File: src/rtl/rv_pkg.sv
`default_nettype none
// ---------------------------------------------------------------------------
// | Module   : rv_pkg                                                       |
// | Brief    : Shared core constants: datapath widths and ALU op codes.    |
// | Revision : 1.0 - initial release                                         |
// ---------------------------------------------------------------------------
package rv_pkg;

  localparam int XLEN = 32;
  localparam int RA_W = 5;

  // ALU operation codes, shared between the ID/EX stage and rv_alu
  localparam logic [3:0] ALU_ADD = 4'd0;
  localparam logic [3:0] ALU_SUB = 4'd1;
  localparam logic [3:0] ALU_AND = 4'd2;
  localparam logic [3:0] ALU_OR  = 4'd3;
  localparam logic [3:0] ALU_XOR = 4'd4;
  localparam logic [3:0] ALU_SLL = 4'd5;
  localparam logic [3:0] ALU_SRL = 4'd6;
  localparam logic [3:0] ALU_SRA = 4'd7;

endpackage
`default_nettype wire

File: src/rtl/rv_fwd_mux.sv
`default_nettype none
// ---------------------------------------------------------------------------
// | Module   : rv_fwd_mux                                                   |
// | Brief    : Per-source operand forwarding from MEM/WB plus load-use     |
// |            hazard and WB-refresh detection.                             |
// | Revision : 1.0 - initial release                                         |
// ---------------------------------------------------------------------------
module rv_fwd_mux
  import rv_pkg::*;
#(
  parameter int XLEN_P = XLEN,
  parameter int RA_W_P = RA_W
) (
  input  logic [RA_W_P-1:0] rs_addr_i,
  input  logic [XLEN_P-1:0] held_val_i,
  input  logic              rs_used_i,
  input  logic              mem_fwd_we_i,
  input  logic              mem_fwd_load_i,
  input  logic [RA_W_P-1:0] mem_fwd_rd_i,
  input  logic [XLEN_P-1:0] mem_fwd_data_i,
  input  logic              wb_fwd_we_i,
  input  logic [RA_W_P-1:0] wb_fwd_rd_i,
  input  logic [XLEN_P-1:0] wb_fwd_data_i,
  output logic [XLEN_P-1:0] fwd_val_o,
  output logic              load_haz_o,
  output logic              wb_hit_o
);

  logic w_rs_nz;
  logic w_mem_rd_match;
  logic w_mem_hit;

  // x0 is hard-wired zero, so it never matches a producer
  assign w_rs_nz        = (rs_addr_i != '0);
  assign w_mem_rd_match = mem_fwd_we_i & (mem_fwd_rd_i == rs_addr_i) & w_rs_nz;

  // A load in MEM has no data yet: it cannot forward, it can only stall
  assign w_mem_hit  = w_mem_rd_match & ~mem_fwd_load_i;
  assign load_haz_o = w_mem_rd_match & mem_fwd_load_i & rs_used_i;
  assign wb_hit_o   = wb_fwd_we_i & (wb_fwd_rd_i == rs_addr_i) & w_rs_nz;

  // Youngest producer wins: MEM before WB before the held register value
  always_comb begin
    fwd_val_o = held_val_i;
    if (w_mem_hit) begin
      fwd_val_o = mem_fwd_data_i;
    end else if (wb_hit_o) begin
      fwd_val_o = wb_fwd_data_i;
    end
  end

endmodule
`default_nettype wire

File: src/rtl/rv_id_ex_stage.sv
`default_nettype none
// ---------------------------------------------------------------------------
// | Module   : rv_id_ex_stage                                               |
// | Brief    : ID/EX pipeline register with valid/ready handshake, MEM/WB  |
// |            forwarding and load-use stall in front of the ALU.          |
// | Revision : 1.0 - initial release                                         |
// ---------------------------------------------------------------------------
module rv_id_ex_stage
  import rv_pkg::*;
#(
  parameter int XLEN_P = XLEN,
  parameter int RA_W_P = RA_W
) (
  input  logic              clk_i,
  input  logic              rst_i,
  input  logic              flush_i,
  // decode side
  input  logic              id_valid_i,
  output logic              id_ready_o,
  input  logic [XLEN_P-1:0] id_pc_i,
  input  logic [XLEN_P-1:0] id_rs1_val_i,
  input  logic [XLEN_P-1:0] id_rs2_val_i,
  input  logic [XLEN_P-1:0] id_imm_i,
  input  logic [RA_W_P-1:0] id_rs1_addr_i,
  input  logic [RA_W_P-1:0] id_rs2_addr_i,
  input  logic [RA_W_P-1:0] id_rd_addr_i,
  input  logic [3:0]        id_alu_ctrl_i,
  input  logic              id_use_imm_i,
  input  logic              id_use_pc_i,
  input  logic              id_rd_we_i,
  // forwarding sources
  input  logic              mem_fwd_we_i,
  input  logic              mem_fwd_load_i,
  input  logic [RA_W_P-1:0] mem_fwd_rd_i,
  input  logic [XLEN_P-1:0] mem_fwd_data_i,
  input  logic              wb_fwd_we_i,
  input  logic [RA_W_P-1:0] wb_fwd_rd_i,
  input  logic [XLEN_P-1:0] wb_fwd_data_i,
  // execute side
  output logic              ex_valid_o,
  input  logic              ex_ready_i,
  output logic [XLEN_P-1:0] ex_a_o,
  output logic [XLEN_P-1:0] ex_b_o,
  output logic [3:0]        ex_alu_ctrl_o,
  output logic [XLEN_P-1:0] ex_store_data_o,
  output logic [XLEN_P-1:0] ex_pc_o,
  output logic [RA_W_P-1:0] ex_rd_addr_o,
  output logic              ex_rd_we_o
);

  // Held instruction
  logic              valid_q,    valid_d;
  logic [XLEN_P-1:0] pc_q,       pc_d;
  logic [XLEN_P-1:0] rs1_val_q,  rs1_val_d;
  logic [XLEN_P-1:0] rs2_val_q,  rs2_val_d;
  logic [XLEN_P-1:0] imm_q,      imm_d;
  logic [RA_W_P-1:0] rs1_addr_q, rs1_addr_d;
  logic [RA_W_P-1:0] rs2_addr_q, rs2_addr_d;
  logic [RA_W_P-1:0] rd_addr_q,  rd_addr_d;
  logic [3:0]        alu_ctrl_q, alu_ctrl_d;
  logic              use_imm_q,  use_imm_d;
  logic              use_pc_q,   use_pc_d;
  logic              rd_we_q,    rd_we_d;

  logic [XLEN_P-1:0] fwd_rs1;
  logic [XLEN_P-1:0] fwd_rs2;
  logic              haz_rs1;
  logic              haz_rs2;
  logic              wb_hit_rs1;
  logic              wb_hit_rs2;
  logic              hazard;
  logic              advance;
  logic              capture;

  // rs1 only matters for hazards when it actually feeds operand A
  rv_fwd_mux #(.XLEN_P(XLEN_P), .RA_W_P(RA_W_P)) u_fwd_rs1 (
    .rs_addr_i      (rs1_addr_q),
    .held_val_i     (rs1_val_q),
    .rs_used_i      (~use_pc_q),
    .mem_fwd_we_i   (mem_fwd_we_i),
    .mem_fwd_load_i (mem_fwd_load_i),
    .mem_fwd_rd_i   (mem_fwd_rd_i),
    .mem_fwd_data_i (mem_fwd_data_i),
    .wb_fwd_we_i    (wb_fwd_we_i),
    .wb_fwd_rd_i    (wb_fwd_rd_i),
    .wb_fwd_data_i  (wb_fwd_data_i),
    .fwd_val_o      (fwd_rs1),
    .load_haz_o     (haz_rs1),
    .wb_hit_o       (wb_hit_rs1)
  );

  // rs2 always counts: even with an immediate B it is the store data
  rv_fwd_mux #(.XLEN_P(XLEN_P), .RA_W_P(RA_W_P)) u_fwd_rs2 (
    .rs_addr_i      (rs2_addr_q),
    .held_val_i     (rs2_val_q),
    .rs_used_i      (1'b1),
    .mem_fwd_we_i   (mem_fwd_we_i),
    .mem_fwd_load_i (mem_fwd_load_i),
    .mem_fwd_rd_i   (mem_fwd_rd_i),
    .mem_fwd_data_i (mem_fwd_data_i),
    .wb_fwd_we_i    (wb_fwd_we_i),
    .wb_fwd_rd_i    (wb_fwd_rd_i),
    .wb_fwd_data_i  (wb_fwd_data_i),
    .fwd_val_o      (fwd_rs2),
    .load_haz_o     (haz_rs2),
    .wb_hit_o       (wb_hit_rs2)
  );

  // HOLD vs HAZ is purely combinational; only the valid bit is state
  assign hazard     = valid_q & (haz_rs1 | haz_rs2);
  assign ex_valid_o = valid_q & ~hazard;
  assign advance    = ex_valid_o & ex_ready_i;
  assign id_ready_o = ~valid_q | advance;
  assign capture    = id_valid_i & id_ready_o & ~flush_i;

  // Next-state: capture a new instruction, or refresh held sources from WB
  always_comb begin
    pc_d       = pc_q;
    rs1_val_d  = rs1_val_q;
    rs2_val_d  = rs2_val_q;
    imm_d      = imm_q;
    rs1_addr_d = rs1_addr_q;
    rs2_addr_d = rs2_addr_q;
    rd_addr_d  = rd_addr_q;
    alu_ctrl_d = alu_ctrl_q;
    use_imm_d  = use_imm_q;
    use_pc_d   = use_pc_q;
    rd_we_d    = rd_we_q;
    valid_d    = valid_q;

    if (capture) begin
      pc_d       = id_pc_i;
      rs1_val_d  = id_rs1_val_i;
      rs2_val_d  = id_rs2_val_i;
      imm_d      = id_imm_i;
      rs1_addr_d = id_rs1_addr_i;
      rs2_addr_d = id_rs2_addr_i;
      rd_addr_d  = id_rd_addr_i;
      alu_ctrl_d = id_alu_ctrl_i;
      use_imm_d  = id_use_imm_i;
      use_pc_d   = id_use_pc_i;
      rd_we_d    = id_rd_we_i;
    end else if (valid_q) begin
      // The WB producer retires after this edge; keep its value locally
      if (wb_hit_rs1) begin
        rs1_val_d = wb_fwd_data_i;
      end
      if (wb_hit_rs2) begin
        rs2_val_d = wb_fwd_data_i;
      end
    end

    if (flush_i) begin
      valid_d = 1'b0;
    end else if (capture) begin
      valid_d = 1'b1;
    end else if (advance) begin
      valid_d = 1'b0;
    end
  end

  // Pipeline register with asynchronous clear
  always_ff @(posedge clk_i or posedge rst_i) begin
    if (rst_i) begin
      valid_q    <= 1'b0;
      pc_q       <= '0;
      rs1_val_q  <= '0;
      rs2_val_q  <= '0;
      imm_q      <= '0;
      rs1_addr_q <= '0;
      rs2_addr_q <= '0;
      rd_addr_q  <= '0;
      alu_ctrl_q <= '0;
      use_imm_q  <= 1'b0;
      use_pc_q   <= 1'b0;
      rd_we_q    <= 1'b0;
    end else begin
      valid_q    <= valid_d;
      pc_q       <= pc_d;
      rs1_val_q  <= rs1_val_d;
      rs2_val_q  <= rs2_val_d;
      imm_q      <= imm_d;
      rs1_addr_q <= rs1_addr_d;
      rs2_addr_q <= rs2_addr_d;
      rd_addr_q  <= rd_addr_d;
      alu_ctrl_q <= alu_ctrl_d;
      use_imm_q  <= use_imm_d;
      use_pc_q   <= use_pc_d;
      rd_we_q    <= rd_we_d;
    end
  end

  // Operand selection toward EX
  assign ex_a_o          = use_pc_q  ? pc_q  : fwd_rs1;
  assign ex_b_o          = use_imm_q ? imm_q : fwd_rs2;
  assign ex_store_data_o = fwd_rs2;
  assign ex_alu_ctrl_o   = alu_ctrl_q;
  assign ex_pc_o         = pc_q;
  assign ex_rd_addr_o    = rd_addr_q;
  assign ex_rd_we_o      = rd_we_q & ex_valid_o;

endmodule
`default_nettype wire

File: config.mk
export PLATFORM = sky130hd
export DESIGN_NAME = rv_id_ex_stage
export DESIGN_NICKNAME = d
export VERILOG_FILES = /design/src/rtl/rv_pkg.sv /design/src/rtl/rv_fwd_mux.sv /design/src/rtl/rv_id_ex_stage.sv
export SDC_FILE = /design/constraint.sdc
export NUM_CORES = 1
export LEC_CHECK = 0
export ABC_AREA = 1
export CAP_MARGIN = 20
export CORE_ASPECT_RATIO = 0.7
export CORE_UTILIZATION = 41
export DETAILED_ROUTE_END_ITERATION = 12
export PLACE_DENSITY = 0.76
export SYNTH_ARGS = -nofsm -noshare
export SYNTH_HDL_FRONTEND = slang
export SYNTH_SLANG_ARGS = --single-unit
File: constraint.sdc
create_clock -name clk_i -period 6.15 [get_ports clk_i]
set_input_delay 1.845 -clock clk_i [delete_from_list [all_inputs] [get_ports clk_i]]
set_output_delay 1.845 -clock clk_i [all_outputs]
set_load 0.01 [all_outputs]
After elaboration in Yosys (flattened, before gate mapping). Cells that the tools add are included.

Memories kept: 0. Memory bits (read-only): 0. Output and inout port bits: 140. Bits in registers: 151. Memory bits (writable): 0. Latch bits: 0.

Add/sub/neg operators: 0. $lt $le $gt $ge: 0. Shifts and indexed selects: 0. Div/mod/pow operators: 0. Multiply operators: 0. Equality and inequality tests: 4. Reductions and logical operators: 4. Bitwise operators: 26. Mux-type cells: 13.

Operator list (count): 32-bit 2-to-1 mux (10); 5-bit equality test (4); 1-bit AND (19); 5-bit nonzero test (2); 1-bit inverter (5); 1-bit 2-to-1 mux (3); 3-bit nonzero test (1); 1-bit bitwise OR (2); 2-bit nonzero test (1).

Depth between registers and ports, before layout.
Depth in word-level cells: 15. Depth in mapped cells: 14.

Hierarchy. From an unflattened synthesis, not the netlist that was laid out.

Cell total of the unflattened synthesis: 1508. Area total of the unflattened synthesis: 10671.5 um^2.

By module, submodules not included: rv_id_ex_stage (area an instance 7135.6 um^2, times used 1, seq. area each 3778.6 um^2, cells each 888); rv_fwd_mux (area an instance 1767.9 um^2, times used 2, seq. area each 0.0 um^2, cells each 310).

Least setup slack after synthesis. No wires, ideal clock.

Path type: input port to output port. Start: input wb_fwd_rd_i[4]. End: output ex_a_o[10]. Stages: 9. Path buffers: 1. Data arrival time: 2.980 ns. Setup slack: 1.325 ns. Required time: 4.305 ns. Path through: xnor2_1 o211ai_1 nor2_1 clkbuf_1 nand3b_1 nand2_1 nand2_1 nand3_1 nand2_1.

Longest elaborated chain between the ends: 6.

RTL lines: start, declared (RTL line rv_id_ex_stage.sv:37) `input logic [RA_W_P-1:0] wb_fwd_rd_i,`; 5-bit equality test (RTL line rv_fwd_mux.sv:40) `assign wb_hit_o = wb_fwd_we_i & (wb_fwd_rd_i == rs_addr_i) & w_rs_nz;`; 1-bit AND (2 in a row) (RTL line rv_fwd_mux.sv:40); 32-bit 2-to-1 mux (RTL line rv_fwd_mux.sv:47) `end else if (wb_hit_o) begin`; 32-bit 2-to-1 mux (RTL line rv_fwd_mux.sv:45) `if (w_mem_hit) begin`; 32-bit 2-to-1 mux (RTL line rv_id_ex_stage.sv:194) `assign ex_a_o = use_pc_q ? pc_q : fwd_rs1;`; end, declared (RTL line rv_id_ex_stage.sv:42) `output logic [XLEN_P-1:0] ex_a_o,`.

No other way between the ends.

Worst setup path in the final report.
Start: input wb_fwd_rd_i[3]. End: output ex_a_o[31].

The elaborated chain is that of the path after synthesis.

==> results.txt <==
RSZ-0062 raised after global routing = true
Global-route wire length before repair = 67.62 mm
Vias in the first global route = 10900
DRC viols = 0
Clk buf depth = 2
Fillers = 2184
Reg2Reg Capture Point = imm_q[15]
Post-detail-place hpwl = 32.85 mm
Max-Cap Viols = 0
Layout area overhead = 49.88%
Synth area leader = dfrtp_1
TritonCTS clock tree = done
Routed met2 length = 18.64 mm
Clock Sinks = 151
CP cell instances = clkdlybuf4s50_1, inv_1, o211ai_1, nor2_4, buf_4, clkbuf_16, nand3b_1, nand2_1, nand2_1, nand3_1, nand2_1, clkdlybuf4s50_1
Total grt overflow = 0
Clock-pin slew on the worst setup and hold paths = 60 ps
Crit path capture = ex_a_o[31]
Initial antenna violation count = 3
Detail Route Antenna Nets = 0
Hold Slack = 468.2 ps
Layout Skew = 16.18 ps
Fin crit period = 6071 ps
Cell Count, Final, Fillers Out = 2220
Slew HR = 25.42%
R2r setup slk = 2740 ps
Syn. warnings = 0
Nets = 2118
Cell Rows = 47
Placed cell count = 2183
Pleak = 7.725 nW
Largest net degree at the start of global routing = 101
Status = complete, no violations
Synth area leaders = dfrtp_1 38%, nand2_1 23%, nand3_1 18%
#FFs+latches synth = 151
Fmax = 0.1647 GHz
Critical path's slowest cell = clkdlybuf4s50_1
Drt total wl = 45.35 mm
Share of the yosys chip area belonging to registers = 38.08%
DR WL/cell = 20.43 um
Chip Height = 132.2 um
CP required = 4300 ps
Sum Neg Setup Slack = 0 ps
Synthesized cell area = 9923 um^2
CORE AREA = 23700 um^2
# H-tree levels = 4
Peak supply drop = 221.9 uV
Routability congestion estimate = 0.9756
Worst min path class = reg -> reg
Uppermost layer routed = met4
Worst-path maximum fanout = 15
Most common cell after layout, fill and taps aside = nand2_1
Top cell by count, worst path = nand2_1
Top cell type's share of synthesized area = 38.08%
DRT met1 WL = 20.25 mm
Worst-Skew Late Latency = 450 ps
DIE AREA = 24840 um^2
Most frequent cells in the layout = 614 x nand2_1, 351 x clkdlybuf4s50_1, 347 x nand3_1
Fin. Hold Viols = 0
Fin. max-slew vios = 0
Post-DP Area = 14080 um^2
IO Pins = 372
Final Power = 4.070 mW
Share of layout cells above drive strength 1 = 5.845%
Worst R2R Path Depth = 11
Setup Viol. Count Final = 0
Pwr Density = 273.7 nW/um^2
CP Class = in -> out
Tcrit/Tclk final = 98.71%
Critical path origin = wb_fwd_rd_i[3]
WL met3 = 5.652 mm
Starting Density = 41.87%
DR iter-0 viols = 1433
CP Launch Type = input pin
Drt pass-1 iters = 6
Total global-route track usage = 36.15%
Routed vias/inst = 5.434
Crit. End Element = output pin
Avg Synthesized Cell Area = 6.394 um^2
WP data arrival = 4230 ps
Port bufs = 371
Die Wd = 187.9 um
Largest stage delay, worst path = 560 ps
Synthesized instance count = 1552
Unique masters post-synth = 25
Worst-margin pin slew = 1119 ps
CTS Root Cell = clkbuf_16
Via count = 12060
CTS Buf Count = 17
Post-route cell area = 14870 um^2
Synth Net Count = 1784
Worst reg2reg path startpoint = rs2_addr_q[4]
## per-layer routing
| layer | track usage, % | vias to the layer above |
|---|---|---|
| met5 | 0 | - |
| met4 | 8.582 | 0 |
| met3 | 11.79 | 52 |
| met2 | 49.14 | 727 |
| met1 | 54.51 | 5686 |
| li1 | - | 5599 |
## worst max-delay path, delay by kind of cell
family / cells / cell delay, ps
compound gates: 1 / 270
buf+inv: 5 / 1500
simple gates: 6 / 600
## cells by family after synthesis
kind of cell    synth area share (%)
xor+xnor                      0.5296
flops                          38.08
compound gates                 4.388
simple gates                   47.07
buf+inv                        9.936
## cell type report
class                      instances  area (um^2)  share of cell area [%]
antenna                            3        7.507                 0.05048
clock buffer                      18        429.2                   2.886
clock inverter                    14        221.5                   1.489
inverter                         126        479.2                   3.222
multi-input combinational       1162         5230                   35.16
sequential                       151         3779                   25.41
tap                              318        397.9                   2.675
timing repair buffer             428         4329                   29.11
## worst min-delay path by stage
stage | startpoint | to | depth (start not counted)
after global routing | imm_q[19] | imm_q[19] | 2
final | ex_alu_ctrl_o[2] | ex_alu_ctrl_o[2] | 2
after CTS | imm_q[24] | imm_q[24] | 2
after global placement | imm_q[12] | imm_q[12] | 2
after floorplan | imm_q[10] | imm_q[10] | 2
after detailed placement | ex_rd_addr_o[2] | ex_rd_addr_o[2] | 2
## repair_timing
action,4_1_cts,5_1_grt
pin swaps,0,2
cloned,0,1
setup buffers,0,1
resized for setup,3,43
hold buffers,0,0
endpoints found under the setup margin,3,66
## cells in the mapped netlist, drive strengths merged
cell type,instances
nand2,620
nand3,353
dfrtp,151
inv,126
nor2,76
clkbuf,65
buf,48
o21ai,33
a21boi,32
nand3b,32
xnor2,5
a21oi,3
nand4,2
nor3,2
o211ai,2
or2,1
xor2,1
## state kept, by name, indices dropped and copies added (netlist names), 4 cells and up
signal         cells
rs1_val_q         32
rs2_addr_q         5
rs2_val_q         32
ex_pc_o           32
imm_q             32
ex_alu_ctrl_o      4
ex_rd_addr_o       5
rs1_addr_q         5
## through the flow
stage,utilization (%),setup WS [ps]
final,62.76,79.40
after floorplan,-,240.3
after global placement,59.33,-32.38
after global routing,62.76,-22.16
after CTS,62.16,5.459
after detailed placement,59.41,-65.34
## power breakdown
part           internal, mW  leakage, nW  switching, mW
logic                 0.737         5.54          0.872
clock network         0.725        0.308          0.472
registers              1.15         1.87          0.114
(Power assumes the default switching activity.)
